--- config.mk ---
export PLATFORM = sky130hd
export DESIGN_NAME = vga_timing_flat
export DESIGN_NICKNAME = d
export VERILOG_FILES = /design/src/rtl/vga_timing_pkg.sv /design/src/rtl/vga_timing_if.sv /design/src/rtl/vga_axis_counter.sv /design/src/rtl/vga_timing.sv /design/src/flat_wrapper.sv
export SDC_FILE = /design/constraint.sdc
export NUM_CORES = 1
export LEC_CHECK = 0
export ABC_AREA = 1
export CELL_PAD_IN_SITES_DETAIL_PLACEMENT = 1
export CELL_PAD_IN_SITES_GLOBAL_PLACEMENT = 2
export CORE_UTILIZATION = 30
export CTS_CLUSTER_DIAMETER = 200
export DETAILED_ROUTE_END_ITERATION = 12
export PLACE_DENSITY = 0.85
export SLEW_MARGIN = 20
export SYNTH_ARGS = -nofsm -noshare
export SYNTH_HDL_FRONTEND = slang
export SYNTH_SLANG_ARGS = --single-unit
--- constraint.sdc ---
create_clock -name clock -period 1.98 [get_ports clock]
set_clock_uncertainty 0.1 [all_clocks]
set_input_delay 0.297 -clock clock [delete_from_list [all_inputs] [get_ports clock]]
set_output_delay 0.297 -clock clock [all_outputs]
set_load 0.03 [all_outputs]
--- src/rtl/vga_timing_pkg.sv ---
// Shared constants and types for the 640x480@60 raster timing generator.
package vga_timing_pkg;

  localparam int COORD_W = 10;
  localparam int FRAME_W = 12;

  localparam int H_ACTIVE_DEF = 640;
  localparam int H_FP_DEF     = 16;
  localparam int H_SYNC_DEF   = 96;
  localparam int H_BP_DEF     = 48;
  localparam int V_ACTIVE_DEF = 480;
  localparam int V_FP_DEF     = 10;
  localparam int V_SYNC_DEF   = 2;
  localparam int V_BP_DEF     = 33;

  typedef enum logic {
    ACTIVE_LOW  = 1'b0,
    ACTIVE_HIGH = 1'b1
  } sync_pol_e;

  // Drive level of a sync pin for a given polarity and asserted state.
  function automatic logic sync_level(sync_pol_e pol, logic asserted);
    return asserted ? logic'(pol) : ~logic'(pol);
  endfunction

endpackage

--- src/rtl/vga_timing_if.sv ---
// Raster timing bundle handed from the timing generator to the pattern stage.
interface vga_timing_if;
  import vga_timing_pkg::*;

  logic               hsync;
  logic               vsync;
  logic               active;
  logic [COORD_W-1:0] x;
  logic [COORD_W-1:0] y;
  logic               line_start;
  logic               frame_start;
  logic [FRAME_W-1:0] frame;

  modport master (
    output hsync, vsync, active, x, y, line_start, frame_start, frame
  );

  modport slave (
    input hsync, vsync, active, x, y, line_start, frame_start, frame
  );

endinterface

--- src/rtl/vga_axis_counter.sv ---
// One raster axis: wrapping position counter plus active/sync region decode.
module vga_axis_counter
  import vga_timing_pkg::*;
#(
  parameter int ACTIVE = H_ACTIVE_DEF,
  parameter int FP     = H_FP_DEF,
  parameter int SYNC   = H_SYNC_DEF,
  parameter int BP     = H_BP_DEF
) (
  input  logic               clock,
  input  logic               reset,
  input  logic               en,
  output logic [COORD_W-1:0] count,
  output logic               wrap,
  output logic               in_sync,
  output logic               in_active
);

  localparam int TOTAL = ACTIVE + FP + SYNC + BP;

  generate
    if (TOTAL > (1 << COORD_W) || ACTIVE < 1 || SYNC < 1 || FP < 0 || BP < 0) begin : g_bad_params
      $error("vga_axis_counter: axis total %0d must fit %0d bits with ACTIVE, SYNC >= 1",
             TOTAL, COORD_W);
    end
  endgenerate

  localparam logic [COORD_W-1:0] LAST       = COORD_W'(TOTAL - 1);
  localparam logic [COORD_W-1:0] ACT_END    = COORD_W'(ACTIVE);
  localparam logic [COORD_W-1:0] SYNC_FIRST = COORD_W'(ACTIVE + FP);
  localparam logic [COORD_W-1:0] SYNC_LAST  = COORD_W'(ACTIVE + FP + SYNC - 1);

  assign wrap      = en && (count == LAST);
  assign in_sync   = (count >= SYNC_FIRST) && (count <= SYNC_LAST);
  assign in_active = (count < ACT_END);

  always_ff @(posedge clock or posedge reset) begin
    if (reset) begin
      count <= '0;
    end else if (en) begin
      count <= wrap ? '0 : count + 1'b1;
    end
  end

endmodule

--- src/rtl/vga_timing.sv ---
// 640x480@60 raster timing generator: axis counters, frame count, registered outputs.
module vga_timing
  import vga_timing_pkg::*;
#(
  parameter int        H_ACTIVE  = H_ACTIVE_DEF,
  parameter int        H_FP      = H_FP_DEF,
  parameter int        H_SYNC    = H_SYNC_DEF,
  parameter int        H_BP      = H_BP_DEF,
  parameter int        V_ACTIVE  = V_ACTIVE_DEF,
  parameter int        V_FP      = V_FP_DEF,
  parameter int        V_SYNC    = V_SYNC_DEF,
  parameter int        V_BP      = V_BP_DEF,
  parameter sync_pol_e HSYNC_POL = ACTIVE_LOW,
  parameter sync_pol_e VSYNC_POL = ACTIVE_LOW
) (
  input  logic         clock,
  input  logic         reset,
  vga_timing_if.master vga
);

  logic [COORD_W-1:0] h_p0, v_p0;
  logic               h_wrap_p0, v_wrap_p0;
  logic               h_sync_p0, v_sync_p0;
  logic               h_act_p0, v_act_p0;
  logic [FRAME_W-1:0] frame_cnt;

  logic               hsync_p1, vsync_p1, active_p1;
  logic               line_start_p1, frame_start_p1;
  logic [COORD_W-1:0] x_p1, y_p1;
  logic [FRAME_W-1:0] frame_p1;

  // Stage p0: raster position counters
  vga_axis_counter #(
    .ACTIVE(H_ACTIVE), .FP(H_FP), .SYNC(H_SYNC), .BP(H_BP)
  ) u_h (
    .clock     (clock),
    .reset     (reset),
    .en        (1'b1),
    .count     (h_p0),
    .wrap      (h_wrap_p0),
    .in_sync   (h_sync_p0),
    .in_active (h_act_p0)
  );

  vga_axis_counter #(
    .ACTIVE(V_ACTIVE), .FP(V_FP), .SYNC(V_SYNC), .BP(V_BP)
  ) u_v (
    .clock     (clock),
    .reset     (reset),
    .en        (h_wrap_p0),
    .count     (v_p0),
    .wrap      (v_wrap_p0),
    .in_sync   (v_sync_p0),
    .in_active (v_act_p0)
  );

  // Bumped on the joint wrap so the new count lands with the next frame_start.
  always_ff @(posedge clock or posedge reset) begin
    if (reset) begin
      frame_cnt <= '0;
    end else if (v_wrap_p0) begin
      frame_cnt <= frame_cnt + 1'b1;
    end
  end

  // Stage p1: registered outputs describing the previous cycle's counter state
  always_ff @(posedge clock or posedge reset) begin
    if (reset) begin
      hsync_p1       <= sync_level(HSYNC_POL, 1'b0);
      vsync_p1       <= sync_level(VSYNC_POL, 1'b0);
      active_p1      <= 1'b0;
      line_start_p1  <= 1'b0;
      frame_start_p1 <= 1'b0;
      x_p1           <= '0;
      y_p1           <= '0;
      frame_p1       <= '0;
    end else begin
      hsync_p1       <= sync_level(HSYNC_POL, h_sync_p0);
      vsync_p1       <= sync_level(VSYNC_POL, v_sync_p0);
      active_p1      <= h_act_p0 && v_act_p0;
      line_start_p1  <= (h_p0 == '0);
      frame_start_p1 <= (h_p0 == '0) && (v_p0 == '0);
      x_p1           <= h_p0;
      y_p1           <= v_p0;
      frame_p1       <= frame_cnt;
    end
  end

  assign vga.hsync       = hsync_p1;
  assign vga.vsync       = vsync_p1;
  assign vga.active      = active_p1;
  assign vga.line_start  = line_start_p1;
  assign vga.frame_start = frame_start_p1;
  assign vga.x           = x_p1;
  assign vga.y           = y_p1;
  assign vga.frame       = frame_p1;

endmodule

--- src/flat_wrapper.sv ---
// flat-port wrapper written by rule: the top's interface ports become plain ports
module vga_timing_flat import vga_timing_pkg::*;
#(
  parameter int        H_ACTIVE  = H_ACTIVE_DEF,
  parameter int        H_FP      = H_FP_DEF,
  parameter int        H_SYNC    = H_SYNC_DEF,
  parameter int        H_BP      = H_BP_DEF,
  parameter int        V_ACTIVE  = V_ACTIVE_DEF,
  parameter int        V_FP      = V_FP_DEF,
  parameter int        V_SYNC    = V_SYNC_DEF,
  parameter int        V_BP      = V_BP_DEF,
  parameter sync_pol_e HSYNC_POL = ACTIVE_LOW,
  parameter sync_pol_e VSYNC_POL = ACTIVE_LOW
)
  (clock, reset, vga_hsync, vga_vsync, vga_active, vga_x, vga_y, vga_line_start, vga_frame_start, vga_frame);
  vga_timing_if vga_i ();
  input  logic clock;
  input  logic reset;
  output wire logic [$bits(vga_i.hsync)-1:0] vga_hsync;
  output wire logic [$bits(vga_i.vsync)-1:0] vga_vsync;
  output wire logic [$bits(vga_i.active)-1:0] vga_active;
  output wire logic [$bits(vga_i.x)-1:0] vga_x;
  output wire logic [$bits(vga_i.y)-1:0] vga_y;
  output wire logic [$bits(vga_i.line_start)-1:0] vga_line_start;
  output wire logic [$bits(vga_i.frame_start)-1:0] vga_frame_start;
  output wire logic [$bits(vga_i.frame)-1:0] vga_frame;
  assign vga_hsync = vga_i.hsync;
  assign vga_vsync = vga_i.vsync;
  assign vga_active = vga_i.active;
  assign vga_x = vga_i.x;
  assign vga_y = vga_i.y;
  assign vga_line_start = vga_i.line_start;
  assign vga_frame_start = vga_i.frame_start;
  assign vga_frame = vga_i.frame;
  vga_timing #(.H_ACTIVE(H_ACTIVE), .H_FP(H_FP), .H_SYNC(H_SYNC), .H_BP(H_BP), .V_ACTIVE(V_ACTIVE), .V_FP(V_FP), .V_SYNC(V_SYNC), .V_BP(V_BP), .HSYNC_POL(HSYNC_POL), .VSYNC_POL(VSYNC_POL)) u_core (.clock(clock), .reset(reset), .vga(vga_i));
endmodule
# Word level (Yosys, flattened, before mapping)
# Index checks and enable logic that the tools add are counted.
# W data, S select, Z words.
# word_totals
in_bits	2
output_inout_bits	37
elab_cells	33
ff_bits	69
# op_classes
muxes	4
magnitude_cmp	6
n_eq_ne	2
addsub	3
n_reduce_logical	7
# ops
operator	count
$add A10 B1 Y10 const B	2
$eq A10 B10 Y1 const B	2
$logic_not A10 Y1	2
$mux W10	2
$add A12 B1 Y12 const B	1
$ge A10 B10 Y1 const B	1
$ge A10 B9 Y1 const B	1
$le A10 B10 Y1 const B	1
$le A10 B9 Y1 const B	1
$lt A10 B10 Y1 const B	1
$lt A10 B9 Y1 const B	1
$logic_and A1 B1 Y1	5
$mux W1	2

# Depth between registers and ports, before layout
# Gate-level depths: netlist (run 1).
# logic_depth
word_depth	3
depth_mapped	9
mapped_depth_nobuf	9

# Modules after synthesis
# From an unflattened synthesis (run 1), not the netlist that was laid out.
# hier_totals
hier_cells	319
area_unflattened_um2	2967.8
# modules_own_cells
mod	seq_area_each_um2	area_each_um2	instances	cells_per_inst
vga_timing	1228.7	1615.3	1	128
vga_axis_counter at u_core.u_v	250.2	676.9	1	92
vga_axis_counter at u_core.u_h	250.2	675.6	1	99

# Least setup slack after synthesis (run 1)
# OpenSTA, ideal clock, no wires.
# synth_timing
path_type	reg2reg
startpoint	register u_core.u_h.count[0]
endpoint	register u_core.frame_cnt[2]
t_required_ns	1.758
setup_ns	0.122
t_arrival_ns	1.367
path_stages_with_launch	10
slack_ns	0.391
path_buffers	1
synth_period_minus_slack_ns	1.589
path_cell_list	dfrtp_1 ha_1 nand2_2 nor2_4 nand3_2 nor2_4 nand2_2 buf_6 nand2_1 o21ai_2
# synth_via
elab_chain_cells	2
# synth_rtl
item	line	rtl
start, declared	vga_axis_counter.sv:13	output logic [COORD_W-1:0] count,
start signal, assigned	vga_axis_counter.sv:41	count <= wrap ? '0 : count + 1'b1;
$eq A10 B10 Y1	vga_axis_counter.sv:33	assign wrap = en && (count == LAST);
$logic_and A1 B1 Y1	vga_axis_counter.sv:33	
end signal, assigned	vga_timing.sv:62	frame_cnt <= frame_cnt + 1'b1;
end, declared	vga_timing.sv:25	logic [FRAME_W-1:0] frame_cnt;
# Every way passes these cells.
# A chain may end at the register's enable or synchronous reset.

# Worst setup path after layout (run 1)
# layout_timing
startpoint	register u_core.vsync_p1 (netlist: u_core.vga.vsync)
endpoint	output port vga_vsync
# layout_lines
item	line	rtl
start, declared	vga_timing.sv:27	logic hsync_p1, vsync_p1, active_p1;
start signal, assigned	vga_timing.sv:70	vsync_p1 <= sync_level(VSYNC_POL, 1'b0);
start signal, assigned	vga_timing.sv:79	vsync_p1 <= sync_level(VSYNC_POL, v_sync_p0);
end, declared	flat_wrapper.sv:20	output wire logic [$bits(vga_i.vsync)-1:0] vga_vsync;
# No word-level cell between the ends.

==> metrics, run 1 <==
DP Wirelength=roughly 4.4 mm; critical path cell sequence=clkdlybuf4s50_1; Post-Synthesis Cells=a little over 300; post-CTS setup buffers=0; setup TNS=0 ns; pwr/cell area=692.8 nW/um^2; initial DRC count=about 50; Hold WS=about 0.31 ns; Placement Setup Slack=about 0.13 ns; Synth area leaders=dfrtp_1 (58%), nand2_1 (12%), nor2_1 (4.2%), inv_1 (3.8%), xor2_1 (3.0%); gpl congestion=approximately 0.79; yosys warns=0; Final Hold Viols=0; Total Wirelength=slightly above 6 mm; Setup violations, final=0; Antenna Nets Post-Route=0; worst slew pin tran=between 0.3 and 0.4 ns; IO Pins=39; post-route cell area=~3700 sq um; total gr overflow=0; total power=between 0.002 and 0.003 W; first-pass GRT wire length=between 10 and 15 mm; Layout Nets=roughly 370; Yosys top cell area share=0.5813; worst path bufs/invs=1; Reg2Reg Depth=9; Clock Pin Slew Worst Setup and Hold Paths=0.08 ns; Area after DPL=3490 sq um; initial core utilization=0.3106; TritonCTS clock tree=yes; RSZ-0062 raised after global routing=false; vias in the first global route=~2200; mean cell area of the mapped netlist=roughly 9.5 sq um; clk root buf=clkbuf_8; Tmin final=about 1.9 ns; largest stage delay on the critical path=0.66 ns; Lkg Pwr=~1.8 nW; Netlist cell types=25; port buffer count=38; async set-reset flop share out of synthesis=1.000; TritonRoute pass-1 iters=4; post-synthesis sequential area ratio=0.5996; area leader, netlist=dfrtp_1; Fmax achieved=between 500 and 600 MHz; detail-routed via count per cell=between 4 and 5; number of enable flip-flop cells after synthesis=0; Post-synth top flop=dfrtp_1; Wirelength per Cell=between 10 and 15 um; clock latency on the worst-skew pair=0.34 ns; CTS Buf Count=9; reg2reg setup slack=between 0.2 and 0.25 ns; delay-heaviest family, CP=buffers and inverters; Max FO, Critical Path=1; number of core rows=35; Synth top cells by count=nand2_1 (96), dfrtp_1 (67), nor2_1 (32), inv_1 (29), nand3_1 (17); CORE AREA=approximately 9300 sq um; post-synthesis register bit count=69; cell with the most instances after synthesis=nand2_1; critical path type=register to output pin; Hold Crit Class=input pin to async pin; share of cells above drive strength 1=0.1120; vias=2166; Cell Area, Synth=just under 3000 sq um; fillers=~1100; H-tree depth=3; total of max-cap violations=0; CTS Buffer Depth=2; Crit path arrival time=between 1.5 and 2 ns; Die Span Y=100.0 um; Total GRT Usage=0.1422; CP Launch Type=register; Critical Path RT=roughly 1.6 ns; CP endpoint kind=output pin; Die Width=~100 um; Antenna Cells=0; initial antenna violation count=0; synth-to-layout area growth=27.68%; residual DRC count=0; Max-slew headroom=0.7577; Final WS setup=between 0.06 and 0.07 ns; Syn Nets=313; largest net degree at the start of global routing=70; die area=about 10000 sq um; fin crit share=0.9647; peak supply drop=between 300 and 400 uV; cell depth of the worst setup path=1; clk sinks=69; status=complete, no violations; final slew viol count=0; CP max stage cell=clkdlybuf4s50_1
==> worst paths after layout <==
path / startpoint / endpoint
max: u_core.vga.vsync$_DFF_PP1_ / vga_vsync
min: reset / u_core.vga.y[0]$_DFF_PP0_
max reg2reg: u_core.u_h.count[0]$_DFF_PP0_ / u_core.u_v.count[3]$_DFFE_PP0N_
min reg2reg: u_core.u_h.count[3]$_DFF_PP0_ / u_core.vga.x[3]$_DFF_PP0_
max in group asynchronous: reset / u_core.vga.vsync$_DFF_PP1_
min in group clock: u_core.u_h.count[3]$_DFF_PP0_ / u_core.vga.x[3]$_DFF_PP0_
==> power breakdown <==
group / internal [W] / switching [W]
clock: 0.000579 / 0.000529
sequential: 0.00141 / 0
combinational: 0.00000629 / 0.0000277
==> final cells by class <==
| cell class | count | area (sq um) | share of cell area |
|---|---|---|---|
| multi-input combinational | 201 | 1003 | 0.2725 |
| sequential | 69 | 1730 | 0.4699 |
| clock buffer | 10 | 127.6 | 0.03466 |
| inverter | 31 | 120.1 | 0.03262 |
| timing repair buffer | 49 | 475.5 | 0.1291 |
| clock inverter | 6 | 63.81 | 0.01733 |
| tap | 129 | 161.4 | 0.04383 |
==> stage by stage <==
step                      std cells  utilization
final                           495       0.3966
after global routing            495       0.3966
after CTS                       495       0.3965
after detailed placement        479       0.3759
after global placement          479       0.3759
after floorplan                 305            -
==> flip-flops by register name (all words and copies together) (netlist names) <==
register	count
u_core.vga.y	10
u_core.vga.active	1
u_core.u_h.count	10
u_core.u_v.count	10
u_core.vga.hsync	1
u_core.vga.line_start	1
u_core.vga.frame	12
u_core.vga.frame_start	1
u_core.vga.vsync	1
u_core.frame_cnt	12
u_core.vga.x	10
==> per-layer routing <==
layer	vias up	share of wire	global-route usage
met2	30	0.47	0.2212
met3	8	0.026	0.03969
met4	0	0.015	0.05017
met5	-	0	0
li1	1069	-	-
met1	1059	0.49	0.1908
==> cell families (layout without fill, tap and decap cells) <==
group,after synthesis,count (layout),share of synthesized area
and+or+nand+nor,170,170,0.2542
AOI/OAI and AO/OA,9,9,0.01909
adders and majority gates,6,6,0.02603
DFF,69,69,0.5996
buffers and inverters,35,96,0.05249
xor gates and xnor gates,16,16,0.04859
==> what timing repair did <==
action / in CTS / in global routing
resized for setup: 0 / 1
endpoints found under the hold margin: 0 / 0
setup endpoints to repair: 0 / 7
hold buffers: 0 / 0
==> layout by cell type (no fill, tap or decap) <==
master	netlist	final
nor2_2	1	1
nor2_1	32	32
nor3_1	7	7
o21ai_2	2	2
nand2_1	96	96
nor3b_1	2	2
clkinvlp_4	0	3
nor2_4	2	2
clkinv_2	0	2
a21oi_1	2	2
bufinv_16	0	1
ha_1	6	6
xnor2_1	6	6
inv_1	29	28
clkbuf_8	0	9
nand3_2	2	2
clkbuf_1	0	1
xor2_1	10	10
inv_2	2	2
nor4_1	1	1
nand4_1	8	8
buf_4	1	10
clkdlybuf4s50_1	0	38
dfrtp_1	67	66
buf_12	0	1
clkinv_4	0	1
nand3_1	17	17
o211ai_1	1	1
dfstp_2	2	2
nand2_2	2	2
dfrtp_2	0	1
o21ai_0	4	4
(Power assumes the default switching activity.)
==> run 2, diff against run 1 <==
==> constraint.sdc (replaced) <==
create_clock -name clock -period 1.98 [get_ports clock]
set_clock_uncertainty 0.1 [all_clocks]
set_input_delay 0.297 -clock clock [delete_from_list [all_inputs] [get_ports clock]]
set_output_delay 0.297 -clock clock [all_outputs]
set_load 0.02 [all_outputs]
==> results of run 2 <==
The final DEF is identical to that of run 1. Status: complete, no violations.
Main changes from that run: setup slack after layout 0.06984 ns -> 0.1365 ns
==> run 3, diff against run 2 <==
--- a/config.mk
+++ b/config.mk
@@ -11,7 +11,7 @@
 export CORE_UTILIZATION = 30
 export CTS_CLUSTER_DIAMETER = 200
 export DETAILED_ROUTE_END_ITERATION = 12
-export PLACE_DENSITY = 0.85
+export PLACE_DENSITY_LB_ADDON = 0.12
 export SLEW_MARGIN = 20
 export SYNTH_ARGS = -nofsm -noshare
 export SYNTH_HDL_FRONTEND = slang
==> metrics, run 3 (same netlist as run 1, synthesis figures left out) <==
Hold Crit Class=input pin to async pin (unchanged); commonest non-fill, non-tap cell in the layout=nand2_1 (unchanged); setup TNS=0 ns (unchanged); Fmax achieved=540.9 MHz (was 542.5 MHz); fin crit share=0.9337 (was 0.9311); total gr overflow=0 (unchanged); crit path from=u_core.vga.vsync$_DFF_PP1_ (unchanged); Antenna Cells=0 (unchanged); Crit path arrival time=1.45 ns (about the same); total of max-cap violations=0 (unchanged); end of the worst register-to-register path=u_core.u_v.count[1]$_DFFE_PP0N_ (was u_core.u_v.count[3]$_DFFE_PP0N_); Total Wirelength=6.642 mm (was 6.237 mm); worst setup path endpoint=vga_vsync (unchanged); CORE AREA=9284 sq um (unchanged); utilization after layout=0.4015 (was 0.3966); Die Width=100.0 um (unchanged); final slew viol count=0 (unchanged); TritonCTS clock tree=yes (unchanged); synth-to-layout area growth=29.24% (was 27.68%); met2 Track Usage GR=0.2286 (was 0.2212); Layout Nets=368 (was 369); post-CTS setup buffers=0 (unchanged); initial antenna violation count=0 (unchanged); Tmin final=1.849 ns (was 1.843 ns); Lkg Pwr=1.806 nW (was 1.781 nW); clk sinks=69 (unchanged); Clock Pin Slew Worst Setup and Hold Paths=0.08 ns (about the same); hold-fix buffers at CTS=0 (unchanged); Antenna Nets Post-Route=0 (unchanged); worst r2r src=u_core.u_h.count[1]$_DFF_PP0_ (was u_core.u_h.count[0]$_DFF_PP0_); CP endpoint kind=output pin (unchanged); total power=0.002780 W (was 0.002551 W); CTS Buffer Depth=2 (unchanged); CTS Buf Count=9 (unchanged); H-tree depth=3 (unchanged); met3 Usage GRT=0.04039 (was 0.03969); die area=10010 sq um (unchanged); Setup violations, final=0 (unchanged); peak supply drop=286.7 uV (was 301.0 uV); Reg2Reg Depth=9 (unchanged); commonest non-fill, non-tap cells in the layout=nand2_1 (96), dfrtp_1 (67), clkdlybuf4s50_1 (38) (was nand2_1 (96), dfrtp_1 (66), clkdlybuf4s50_1 (38)); Max-slew headroom=0.6372 (was 0.7577); delay-heaviest family, CP=buffers and inverters (unchanged); critical path cell sequence=clkdlybuf4s50_1 (unchanged); worst slew pin tran=0.5401 ns (was 0.3634 ns); clock latency on the worst-skew pair=0.34 ns (about the same); CP Launch Type=register (unchanged); critical path type=register to output pin (unchanged); detail-routed via count per cell=4.389 (was 4.376); TritonRoute pass-1 iters=4 (unchanged); initial DRC count=53 (was 49); initial core utilization=0.3106 (unchanged); first-pass GRT wire length=11.30 mm (was 10.90 mm); vias=2168 (was 2166); Placement Setup Slack=0.1826 ns (was 0.1315 ns); share of cells above drive strength 1=0.1096 (was 0.1120); Top Usage Layer GRT=met2 (unchanged); Max FO, Critical Path=1 (unchanged); Final WS setup=0.1312 ns (was 0.1365 ns); residual DRC count=0 (unchanged); Wirelength per Cell=13.45 um (was 12.60 um); number of core rows=35 (unchanged); status=complete, no violations (unchanged); post-CTS resize count=0 (unchanged); Total GRT Usage=0.1502 (was 0.1422); DP Wirelength=4.703 mm (was 4.434 mm); largest stage delay on the critical path=0.59 ns (about the same); RSZ-0062 raised after global routing=false (unchanged); cell depth of the worst setup path=1 (unchanged); CP max stage cell=clkdlybuf4s50_1 (unchanged); gpl congestion=0.7616 (was 0.7869); IO Pins=39 (unchanged); Critical Path RT=1.58 ns (about the same); largest net degree at the start of global routing=70 (unchanged); port buffer count=38 (unchanged); pwr/cell area=745.8 nW/um^2 (was 692.8 nW/um^2); M1 GR Usage=0.2053 (was 0.1908); Final Hold Viols=0 (unchanged); Die Span Y=100.0 um (unchanged); reg2reg setup slack=0.16 ns (was 0.21 ns); clk root buf=clkbuf_8 (unchanged); vias in the first global route=2243 (was 2218); worst path bufs/invs=1 (unchanged)
## run 3: worst register-to-register path, cell delays in order, from the launching register on
cell and delay, ns:
dfrtp_1 0.42, ha_1 0.22, nand2_2 0.09, nor2_4 0.13, nand3_2 0.10, nor2_4 0.12
buf_4 0.23, inv_1 0.16, nand2_1 0.09, nand2_1 0.06
## run 3: worst min-delay path by stage
stage / from / end / slack [ns] / depth (start not counted)
2_1_floorplan: u_core.u_v.count[2]$_DFFE_PP0N_ / u_core.vga.y[2]$_DFF_PP0_ / 0.25 / 0
3_3_place_gp: u_core.u_v.count[8]$_DFFE_PP0N_ / u_core.vga.y[8]$_DFF_PP0_ / 0.29 / 0
3_5_place_dp: u_core.u_v.count[8]$_DFFE_PP0N_ / u_core.vga.y[8]$_DFF_PP0_ / 0.30 / 0
4_1_cts: reset / u_core.vga.frame[10]$_DFF_PP0_ / 0.31 / 3
5_1_grt: reset / u_core.vga.frame[7]$_DFF_PP0_ / 0.33 / 3
6_report: reset / u_core.vga.frame[10]$_DFF_PP0_ / 0.30 / 3
## run 3: power by group
part	switching (W)	leakage (nW)	internal, W	total [W]
clock network	0.000557	0.116	0.000781	0.00134
registers	0	0.928	0.00141	0.00141
logic	0.0000280	0.762	0.00000629	0.0000343
## run 3: final cells by class
type,instances,area [sq um]
tap,129,161.4
timing repair buffer,48,480.5
fill,1072,5557
multi-input combinational,201,1003
clock inverter,5,81.33
sequential,69,1729
clock buffer,11,151.4
inverter,31,120.1
## run 3: routing by layer
metal	part of all wire	vias up	wire length, um
met4	0.015	0	102
met2	0.45	36	2958
li1	-	1064	-
met1	0.51	1058	3368
met5	0	-	0
met3	0.032	10	213
## run 3: stage by stage
stage	std cells	area (sq um)	hold slack, ns
finish	494	3727	0.3010
global route	494	3727	0.3263
CTS	494	3727	0.3059
detailed placement	478	3495	0.2957
global placement	478	3495	0.2913
floorplan	305	2888	0.2487
==> patch: new RTL, config.mk and constraints of run 1 <==
Change the package constant `FRAME_W` from 12 to 24.
--- a/src/rtl/vga_timing_pkg.sv
+++ b/src/rtl/vga_timing_pkg.sv
@@ -2,7 +2,7 @@
 package vga_timing_pkg;
 
   localparam int COORD_W = 10;
-  localparam int FRAME_W = 12;
+  localparam int FRAME_W = 24;
 
   localparam int H_ACTIVE_DEF = 640;
   localparam int H_FP_DEF     = 16;
Ports: changed (resized vga_frame); port bits go from 39 to 51. No check against the original RTL was run, so the function may have changed too.
==> patch against run 1 <==
  * Sequential power up 35%
  * Global-route usage up 0.93 points
  * Combinational power up 26%
  * Register-to-register slack worse by 70 ps
  * Critical path depth unchanged
  * Sequential cell count up 24
  * Via count up 32%
  * Design area up 34%
  * Worst setup slack worse by 12 ps
  * Power up 41%
  * Area after synthesis up 33%
  * Routed wire length up 45%
==> patch: results (changes against run 1) <==
GR Util All Layers=15.1% (+0.93 points); Post-synth top cells=99 x nand2_1, 91 x dfrtp_1, 56 x inv_1, 43 x nor2_1, 25 x nand3_1; GR Layer Usage met1=17.3% (-1.8 points); Mapped Cells=400 (+31%); delay-heaviest family, CP=buffers and inverters; dpl ws=88.4 ps (-43.1 ps); Yosys warning count=0 (unchanged); share of the synthesized area in the top cell type=59.6% (+1.4 points); Final Instance Count excl. Fillers=642 (+30%); initial DRC count=119 (+140%); met3 Use GR=3.53% (-0.44 points); outcome=complete, no violations; R2R setup slack=140 ps (-70 ps); highest metal used=met4; post-detailed-placement half-perimeter wirelength=6620 um (+49%); CP Data Arrival Time=1530 ps (+20 ps); initial antenna violation count=0 (unchanged); pin count of the biggest net entering global routing=94 (+34%); Cell variety after synth=25 (unchanged); Root Driver=clkbuf_16; Leakage=2.24 nW (+26%); WL met1=3940 um (+29%); CP peak stage delay=660 ps (about the same); DR vias/cell=4.44 (+1.5%); largest cells by area after synthesis=dfrtp_1 60%, nand2_1 9.7%, inv_1 5.5%; Setup violations, final=0 (unchanged); Post-CTS Setup Bufs=0 (unchanged); syn nets=408 (+30%); Cells after DPL=626 (+31%); placed inst area=0.00462 sq mm (+32%); share of layout cells above drive strength 1=7.59% (-3.6 points); first-pass GRT wire length=15300 um (+40%); Worst-Margin Slew=489 ps (+125 ps); final weighted congestion in routability-driven placement=0.819 (+4.1%); HP Class=reg2reg; maximum VDD drop=0.387 mV (+29%); Fillers=1422 (+30%); hold slack=331 ps (+23.2 ps); DRT Pass-1 Iters=4 (unchanged); Worst-path clk slew=60 ps (-20 ps); crit path max fanout=1 (unchanged); n_diodes=0 (unchanged); metal3 WL=228 um (+38%); Buffers on Ports=50 (+32%); vias in the first global route=3125 (+41%); post-synthesis sequential area ratio=60.9% (+0.99 points); met2 Use GR=27.6% (+5.4 points); nets=477 (+29%); final WL=9060 um (+45%); Worst path slowest cell=clkdlybuf4s50_1; clock latency on the worst-skew pair=340 ps (about the same); Routed met2 length=4760 um (+62%); share of flip-flops with an asynchronous set or reset=100% (unchanged); Tcrit/Tclk final=97.1% (+0.60 points)
[patch: timing repair]
| action | in CTS | in global routing |
|---|---|---|
| gates resized for setup | 0 | 4 |
| hold endpoints to repair | 0 | 0 |
| setup endpoints to repair | 0 | 2 |
[patch: worst paths after layout]
path / start / end / cells after the start
setup / recovery: u_core.vga.vsync$_DFF_PP1_ / vga_vsync / 1
setup reg to reg: u_core.u_v.count[1]$_DFFE_PP0N_ / u_core.frame_cnt[9]$_DFFE_PP0P_ / 9
hold / removal: u_core.frame_cnt[23]$_DFFE_PP0P_ / u_core.vga.frame[23]$_DFF_PP0_ / 0
min in group asynchronous: reset / u_core.vga.y[4]$_DFF_PP0_ / 3
hold reg to reg: u_core.frame_cnt[23]$_DFFE_PP0P_ / u_core.vga.frame[23]$_DFF_PP0_ / 0
max in group asynchronous: reset / u_core.vga.frame[16]$_DFF_PP0_ / 3
[patch: cells by family after synthesis]
group | Yosys count | synth area share, %
buffers and inverters | 58 | 5.89
XOR/XNOR | 23 | 5.27
flip-flops | 93 | 60.9
adder cells (fa/ha/maj) | 6 | 1.96
AND/OR/NAND/NOR | 206 | 23.9
AO/OA/AOI/OAI | 14 | 2.06
[patch: area by class of cell]
cell class / count / area (sq um) / share of cell area [%]
clock buffers: 13 / 240 / 4.89
clock inverters: 3 / 40.0 / 0.814
inverters: 56 / 214 / 4.35
multi-input cells: 249 / 1280 / 26.0
flip-flops and latches: 93 / 2330 / 47.4
well taps: 168 / 210 / 4.28
repair buffers: 60 / 601 / 12.2
[patch: where the power goes]
group | leakage, nW | switching [mW] | total, mW | internal (mW)
clock network | 0.138 | 0.688 | 1.66 | 0.976
logic | 0.837 | 0.0366 | 0.0429 | 0.00627
registers | 1.26 | 0 | 1.90 | 1.90
